## config.mk

```make
export PLATFORM = sky130hd
export DESIGN_NAME = dmem_arb
export DESIGN_NICKNAME = d
export VERILOG_FILES = /design/src/rtl/dmem_pkg.sv /design/src/rtl/dmem_sram.sv /design/src/rtl/dmem_arb.sv
export SDC_FILE = /design/constraint.sdc
export NUM_CORES = 1
export LEC_CHECK = 0
export CAP_MARGIN = 10
export CELL_PAD_IN_SITES_DETAIL_PLACEMENT = 1
export CELL_PAD_IN_SITES_GLOBAL_PLACEMENT = 2
export CORE_ASPECT_RATIO = 0.5
export CORE_MARGIN = 2
export CORE_UTILIZATION = 42
export DETAILED_ROUTE_END_ITERATION = 8
export PLACE_DENSITY = 0.79
export SLEW_MARGIN = 20
export SYNTH_ARGS = -nofsm -noshare
export SYNTH_HDL_FRONTEND = slang
export SYNTH_HIERARCHICAL = 1
export SYNTH_SLANG_ARGS = --single-unit
```

## constraint.sdc

```tcl
create_clock -name clk -period 3.2 [get_ports clk]
set_input_delay 0.64 -clock clk [delete_from_list [all_inputs] [get_ports clk]]
set_output_delay 0.64 -clock clk [all_outputs]
set_load 0.1 [all_outputs]
```

## src/rtl/dmem_pkg.sv

```systemverilog
// Shared encodings and lane helpers for the data-memory arbiter.
package dmem_pkg;

  localparam logic [1:0] SZ_B = 2'b00;
  localparam logic [1:0] SZ_H = 2'b01;
  localparam logic [1:0] SZ_W = 2'b10;

  typedef enum logic {ST_CLEAR, ST_RUN} state_e;

  // Core request attributes carried to the response cycle.
  typedef struct packed {
    logic       vld;
    logic       err;
    logic       wr;
    logic [1:0] size;
    logic [1:0] off;
    logic       uns;
  } cresp_t;

  function automatic logic [3:0] lane_be(input logic [1:0] size, input logic [1:0] off);
    case (size)
      SZ_B:    return 4'b0001 << off;
      SZ_H:    return 4'b0011 << off;
      default: return 4'hF;
    endcase
  endfunction

  function automatic logic [31:0] load_ext(input logic [31:0] word, input logic [1:0] size,
                                           input logic [1:0] off, input logic uns);
    logic [31:0] lane;
    lane = word >> {off, 3'b000};
    case (size)
      SZ_B:    return uns ? {24'h0, lane[7:0]}  : {{24{lane[7]}}, lane[7:0]};
      SZ_H:    return uns ? {16'h0, lane[15:0]} : {{16{lane[15]}}, lane[15:0]};
      default: return word;
    endcase
  endfunction

endpackage

```

## src/rtl/dmem_sram.sv

```systemverilog
// DEPTH x 32 single-port RAM, byte write enables, registered read.
module dmem_sram #(
  parameter int DEPTH = 32,
  parameter int AW    = $clog2(DEPTH)
) (
  input  logic          clk,
  input  logic          rst_n,
  input  logic          en,
  input  logic          we,
  input  logic [3:0]    be,
  input  logic [AW-1:0] addr,
  input  logic [31:0]   wdata,
  output logic [31:0]   rdata
);

  logic [31:0] mem_q [DEPTH];

  always_ff @(posedge clk) begin
    if (en && we)
      for (int b = 0; b < 4; b++)
        if (be[b]) mem_q[addr][8*b +: 8] <= wdata[8*b +: 8];
  end

  // Read register only moves on reads so it holds between accesses.
  always_ff @(posedge clk or negedge rst_n) begin
    if (!rst_n)             rdata <= '0;
    else if (en && !we)     rdata <= mem_q[addr];
  end

endmodule

```

## src/rtl/dmem_arb.sv

```systemverilog
// Core/video arbiter over a shared word RAM with post-reset clear sequence.
module dmem_arb
  import dmem_pkg::*;
#(
  parameter int DEPTH   = 32,
  parameter int VADDR_W = 9
) (
  input  logic               clk,
  input  logic               rst_n,
  input  logic               req_valid,
  output logic               req_ready,
  input  logic               req_write,
  input  logic [1:0]         req_size,
  input  logic               req_unsigned,
  input  logic [31:0]        req_addr,
  input  logic [31:0]        req_wdata,
  output logic               resp_valid,
  output logic [31:0]        resp_rdata,
  output logic               resp_err,
  input  logic               vreq,
  output logic               vreq_ready,
  input  logic [VADDR_W-1:0] vaddr,
  output logic               vvalid,
  output logic [31:0]        vdata,
  output logic               busy
);

  localparam int AW = $clog2(DEPTH);

  state_e        state_q;
  logic [AW-1:0] ptr_q;
  logic          last_core_q;
  cresp_t        cr_q;
  logic          vvld_q;
  logic [31:0]   rhold_q, vhold_q;

  logic          run, core_gnt, vid_gnt;
  logic [1:0]    off;
  logic          oor, mis, err;
  logic          ram_en, ram_we;
  logic [3:0]    ram_be;
  logic [AW-1:0] ram_addr;
  logic [31:0]   ram_wdata, ram_rdata, vext, rdata_now;
  logic          unused_bits;

  assign run      = (state_q == ST_RUN);
  assign core_gnt = run && req_valid && (!vreq || !last_core_q);
  assign vid_gnt  = run && vreq && !core_gnt;

  assign req_ready  = core_gnt;
  assign vreq_ready = vid_gnt;
  assign busy       = (state_q == ST_CLEAR);

  assign off = req_addr[1:0];
  assign oor = |(req_addr >> (AW + 2));
  assign mis = ((req_size == SZ_H) && off[0]) || ((req_size == SZ_W) && (off != 2'b00));
  assign err = oor || mis || (req_size == 2'b11);

  // Video word index is truncated or zero-extended to the RAM index width.
  assign vext        = 32'(vaddr[VADDR_W-1:2]);
  assign unused_bits = ^{vaddr[1:0], vext};

  always_comb begin
    ram_en    = 1'b0;
    ram_we    = 1'b0;
    ram_be    = 4'h0;
    ram_addr  = '0;
    ram_wdata = '0;
    if (!run) begin
      ram_en   = 1'b1;
      ram_we   = 1'b1;
      ram_be   = 4'hF;
      ram_addr = ptr_q;
    end else if (core_gnt) begin
      ram_en    = 1'b1;
      ram_we    = req_write && !err;
      ram_be    = lane_be(req_size, off);
      ram_addr  = req_addr[AW+1:2];
      ram_wdata = req_wdata << {off, 3'b000};
    end else if (vid_gnt) begin
      ram_en   = 1'b1;
      ram_addr = vext[AW-1:0];
    end
  end

  dmem_sram #(.DEPTH(DEPTH), .AW(AW)) u_sram (
    .clk   (clk),
    .rst_n (rst_n),
    .en    (ram_en),
    .we    (ram_we),
    .be    (ram_be),
    .addr  (ram_addr),
    .wdata (ram_wdata),
    .rdata (ram_rdata)
  );

  always_ff @(posedge clk or negedge rst_n) begin
    if (!rst_n) begin
      state_q     <= ST_CLEAR;
      ptr_q       <= '0;
      last_core_q <= 1'b0;
    end else begin
      case (state_q)
        ST_CLEAR: begin
          ptr_q <= ptr_q + 1'b1;
          if (ptr_q == AW'(DEPTH - 1)) state_q <= ST_RUN;
        end
        default: begin
          if (core_gnt)     last_core_q <= 1'b1;
          else if (vid_gnt) last_core_q <= 1'b0;
        end
      endcase
    end
  end

  // Stores and errored accesses answer with zero data.
  assign rdata_now = (cr_q.err || cr_q.wr) ? 32'h0
                   : load_ext(ram_rdata, cr_q.size, cr_q.off, cr_q.uns);

  always_ff @(posedge clk or negedge rst_n) begin
    if (!rst_n) begin
      cr_q    <= '0;
      vvld_q  <= 1'b0;
      rhold_q <= '0;
      vhold_q <= '0;
    end else begin
      cr_q.vld <= core_gnt;
      if (core_gnt) begin
        cr_q.err  <= err;
        cr_q.wr   <= req_write;
        cr_q.size <= req_size;
        cr_q.off  <= off;
        cr_q.uns  <= req_unsigned;
      end
      vvld_q <= vid_gnt;
      if (cr_q.vld) rhold_q <= rdata_now;
      if (vvld_q)   vhold_q <= ram_rdata;
    end
  end

  assign resp_valid = cr_q.vld;
  assign resp_err   = cr_q.vld && cr_q.err;
  assign resp_rdata = cr_q.vld ? rdata_now : rhold_q;
  assign vvalid     = vvld_q;
  assign vdata      = vvld_q ? ram_rdata : vhold_q;

endmodule

```

==> out/qor.csv <==
stage,metric,value,unit
pwr,total power consumption of the routed design,34.43,mW
hold_path,class of the most critical hold timing path,input port to asynchronous set/reset pin,
grt,global-route usage over all layers,27.61,%
timing,post-route worst setup slack,0.01132,ns
yosys,sequential share of the synthesized area,74.22,%
cts,clk buf depth,3,
yosys,prevailing post-synth register cell,sky130_fd_sc_hd__edfxtp_1,
drt,detailed-route wire length per cell,32.67,um
grt,via count of the first global-routing pass,29180,
placement,Post-Place Setup Slack,-0.9633,ns
placement,post-detailed-placement half-perimeter wirelength,107400,um
floorplan,Die Footprint,110400,um2
yosys,number of distinct library cell variants in the gate-level netlist after synthesis,74,
layout,fraction of layout instances using a drive strength above 1,35.21,%
yosys,count of yosys warnings during synthesis,6,
drt,number of detailed-routing iterations run before antenna repair,6,
setup_path,kind of critical path,flop to output pin,
grt,overall overflow remaining after global route,0,
flow_run,number of max-capacitance violations reported,0,
drt,number of nets still failing antenna checks after routing,0,
pwr,fraction of power consumed by the clock network,35.6,%
yosys,dominant cells by area after synthesis,"sky130_fd_sc_hd__edfxtp_1, sky130_fd_sc_hd__mux4_2, sky130_fd_sc_hd__dfrtp_1",
floorplan,# IOs,151,
cts,cell at the root of the clock tree,sky130_fd_sc_hd__clkbuf_16,
placement,Placer Congestion,0.8914,
yosys,top-area cell type share of the netlist area,68.02,%
setup_path,arrival time at the worst endpoint,2.55,ns
grt,maximum number of pins on one net before global-route repair,61,
status,outcome,"finished, final reports clean",
timing,final-layout worst hold slack,0.4208,ns
timing,worst slew margin relative to its limit,51.56,%
pwr,net switching power,9.337,mW
layout,total number of nets in the final design,3231,
cts,H-tree levels,3,
timing,clock period minus final worst setup slack,3.189,ns
layout,design area,57890,um2
drt,routed wire length,152500,um
floorplan,Die X,468.0,um
timing,Clock Skews,0.03870,ns
yosys,net count after synthesis,2604,
timing,final setup violation count,0,
yosys,leading cell type by number of instances after synthesis,sky130_fd_sc_hd__edfxtp_1,
timing,final-layout setup total negative slack,0,ns
timing,max-slew violation count,0,
pwr,P per Cell Area,594.6,nW/um2
floorplan,vertical extent of the die,236.0,um
setup_path,required time at the worst-slack endpoint,2.56,ns
drt,drt first-iter violations,3526,
pwr,combinational share of power,15.8,%
drt,Avg Vias per Cell,6.023,
setup_path,nature of the critical path endpoint,output pin,
timing,FMAX,313.6,MHz
pwr,Peak supply drop,0.5056,mV
timing,unrepaired setup endpoints after global routing,yes,
yosys,Gate Count Post-Synth,2521,
layout,growth of design area from synthesis to finish,28.06,%
yosys,top cell types by occurrence after synthesis,"sky130_fd_sc_hd__edfxtp_1, sky130_fd_sc_hd__mux2i_1, sky130_fd_sc_hd__nor2_1",
setup_path,first element of the critical path,cr_q[2],
cts,clock insertion delay at the later pin of the skew report,0.72,ns
yosys,combined area of all synthesized cells,45210,um2
drt,via count of the routed design,28120,
pwr,switching power as a share of total power,27.12,%
floorplan,total number of placement rows,85,
yosys,number of enable flip-flop cells after synthesis,1024,
drt,Remaining DRCs,0,
grt,global-route wire length before repair,216600,um
cts,TritonCTS clock tree,built,
placement,"Cell Area, Placed",53950,um2
yosys,count of state elements after synthesis,1136,
setup_path,kind of launch point of the worst setup path,flop,
timing,number of hold violations in the final report,0,
timing,worst-margin pin slew,0.7240,ns
floorplan,Initial Utilization,42.17,%
yosys,share of flip-flops with an asynchronous set or reset,9.859,%
setup_path,"Max FO, Critical Path",8,
pwr,leakage power total,20.47,nW
pwr,sequential share of power,48.6,%
placement,count of buffers inserted at the top-level ports,146,
pwr,internal power,25.09,mW
cts,number of clock sinks seen by CTS,1136,
yosys,cell taking the most area after synthesis,sky130_fd_sc_hd__edfxtp_1,
setup_path,worst r2r src,last_core_q,
timing,crit share post-route,99.65,%
cts,clock-pin slew reported for the worst setup and hold paths after clock tree synthesis,0.07,ns
grt,initial antenna violation count,6,
cts,number of buffers created by CTS,102,
floorplan,area of the placeable core,107200,um2
yosys,mean instance size in the synthesized netlist,17.93,um2
-- critical path: stages (launching register included) --
cell	delay, ns
sky130_fd_sc_hd__dfrtp_2	0.47
sky130_fd_sc_hd__mux2i_4	0.31
sky130_fd_sc_hd__o211ai_1	0.12
sky130_fd_sc_hd__buf_4	0.18
sky130_fd_sc_hd__o211a_4	0.18
sky130_fd_sc_hd__a221o_2	0.36
sky130_fd_sc_hd__buf_12	0.18
-- repair_timing --
action	in CTS	in global routing
pin swaps	2	5
endpoints found under the hold margin	26	0
setup buffers	16	8
hold buffers	1	0
resized for setup	32	57
endpoints found under the setup margin	239	630
cloned	1	0
-- area by class of cell --
| cell class | count | area [um2] |
|---|---|---|
| tap | 1435 | 1795 |
| clock inverter | 52 | 549.3 |
| clock buffer | 133 | 2729 |
| multi-input combinational | 1233 | 11780 |
| sequential | 1136 | 33560 |
| fill | 9800 | 49310 |
| inverter | 6 | 26.28 |
| timing repair buffer | 669 | 7446 |
| antenna | 5 | 12.51 |
-- sequential cells by signal, indices dropped and copies added (netlist names) --
name,cells
cr_q,7
last_core_q,1
ptr_q,5
resp_valid,1
rhold_q,32
run,1
u_sram/mem_q,1024
u_sram/rdata,32
vhold_q,32
vvalid,1
-- kinds of logic (layout without fill, tap and decap cells) --
kind of cell / count (synthesis) / in the layout / share of synthesized area (%)
flip-flops: 1136 / 1136 / 74.22
other: 0 / 5 / 0
AO/OA/AOI/OAI: 321 / 322 / 5.079
XOR/XNOR: 3 / 3 / 0.05813
multiplexers: 435 / 435 / 13.60
buffers and inverters: 153 / 860 / 1.943
adder cells (fa/ha/maj): 2 / 2 / 0.05534
AND/OR/NAND/NOR: 471 / 471 / 5.045
-- power by group through the flow --
stage	Clock [mW]	Sequential, mW	Combinational [mW]
after floorplan	0	16.8	2.77
after global placement	0	17.0	5.12
after detailed placement	0	17.0	5.22
after CTS	12.4	16.7	5.32
after global routing	12.9	16.7	5.58
final	12.3	16.7	5.43
-- layer usage --
layer  track usage, %  up-vias  wire (um)
met5                0        -         19
met4            8.799        2       4512
met3            6.512      248      16460
met2            42.85     1566      70210
met1            38.66    14940      61320
li1                 -    11360          -
-- per-stage QoR --
step,utilization [%],cells
after floorplan,-,2521
after global placement,50.33,4453
after detailed placement,50.33,4453
after CTS,53.66,4656
after global routing,53.99,4665
final,54.00,4669
-- cell usage in the layout, fill, tap and decap left out, types with 8 or more instances in the layout --
cell type and n:
sky130_fd_sc_hd__mux2_2 35, sky130_fd_sc_hd__a221o_2 12, sky130_fd_sc_hd__buf_4 408, sky130_fd_sc_hd__clkdlybuf4s50_1 73, sky130_fd_sc_hd__clkinv_2 18, sky130_fd_sc_hd__nand3_2 8
sky130_fd_sc_hd__nand2_1 61, sky130_fd_sc_hd__dfrtp_1 106, sky130_fd_sc_hd__a211oi_4 8, sky130_fd_sc_hd__nor2_4 26, sky130_fd_sc_hd__and2_1 25, sky130_fd_sc_hd__a22oi_1 48
sky130_fd_sc_hd__buf_6 11, sky130_fd_sc_hd__edfxtp_1 1024, sky130_fd_sc_hd__clkinv_1 12, sky130_fd_sc_hd__mux2i_1 256, sky130_fd_sc_hd__nor4_2 8, sky130_fd_sc_hd__a31oi_1 22
sky130_fd_sc_hd__o21ai_0 44, sky130_fd_sc_hd__nor2_2 75, sky130_fd_sc_hd__nand3_1 16, sky130_fd_sc_hd__clkbuf_16 102, sky130_fd_sc_hd__nor2_1 132, sky130_fd_sc_hd__a21oi_1 19
sky130_fd_sc_hd__nor3_1 15, sky130_fd_sc_hd__o22ai_1 77, sky130_fd_sc_hd__buf_12 169, sky130_fd_sc_hd__nor2b_1 17, sky130_fd_sc_hd__a22o_1 15, sky130_fd_sc_hd__clkbuf_1 25
sky130_fd_sc_hd__nor4_1 14, sky130_fd_sc_hd__nand2b_1 16, sky130_fd_sc_hd__mux4_2 139, sky130_fd_sc_hd__a211oi_1 10
-- worst paths after layout --
check                                    to  slack, ns  depth (start not counted)
setup / recovery             resp_rdata[19]       0.01                          6
setup reg to reg           u_sram/rdata[12]       0.09                         15
max in group asynchronous  u_sram/rdata[31]       1.84                          3
hold reg to reg                 last_core_q       0.50                          1
min in group clk                    cr_q[2]       0.45                          4
hold / removal                  rhold_q[27]       0.42                          2
No activity file was read; power rests on OpenSTA's default activity.
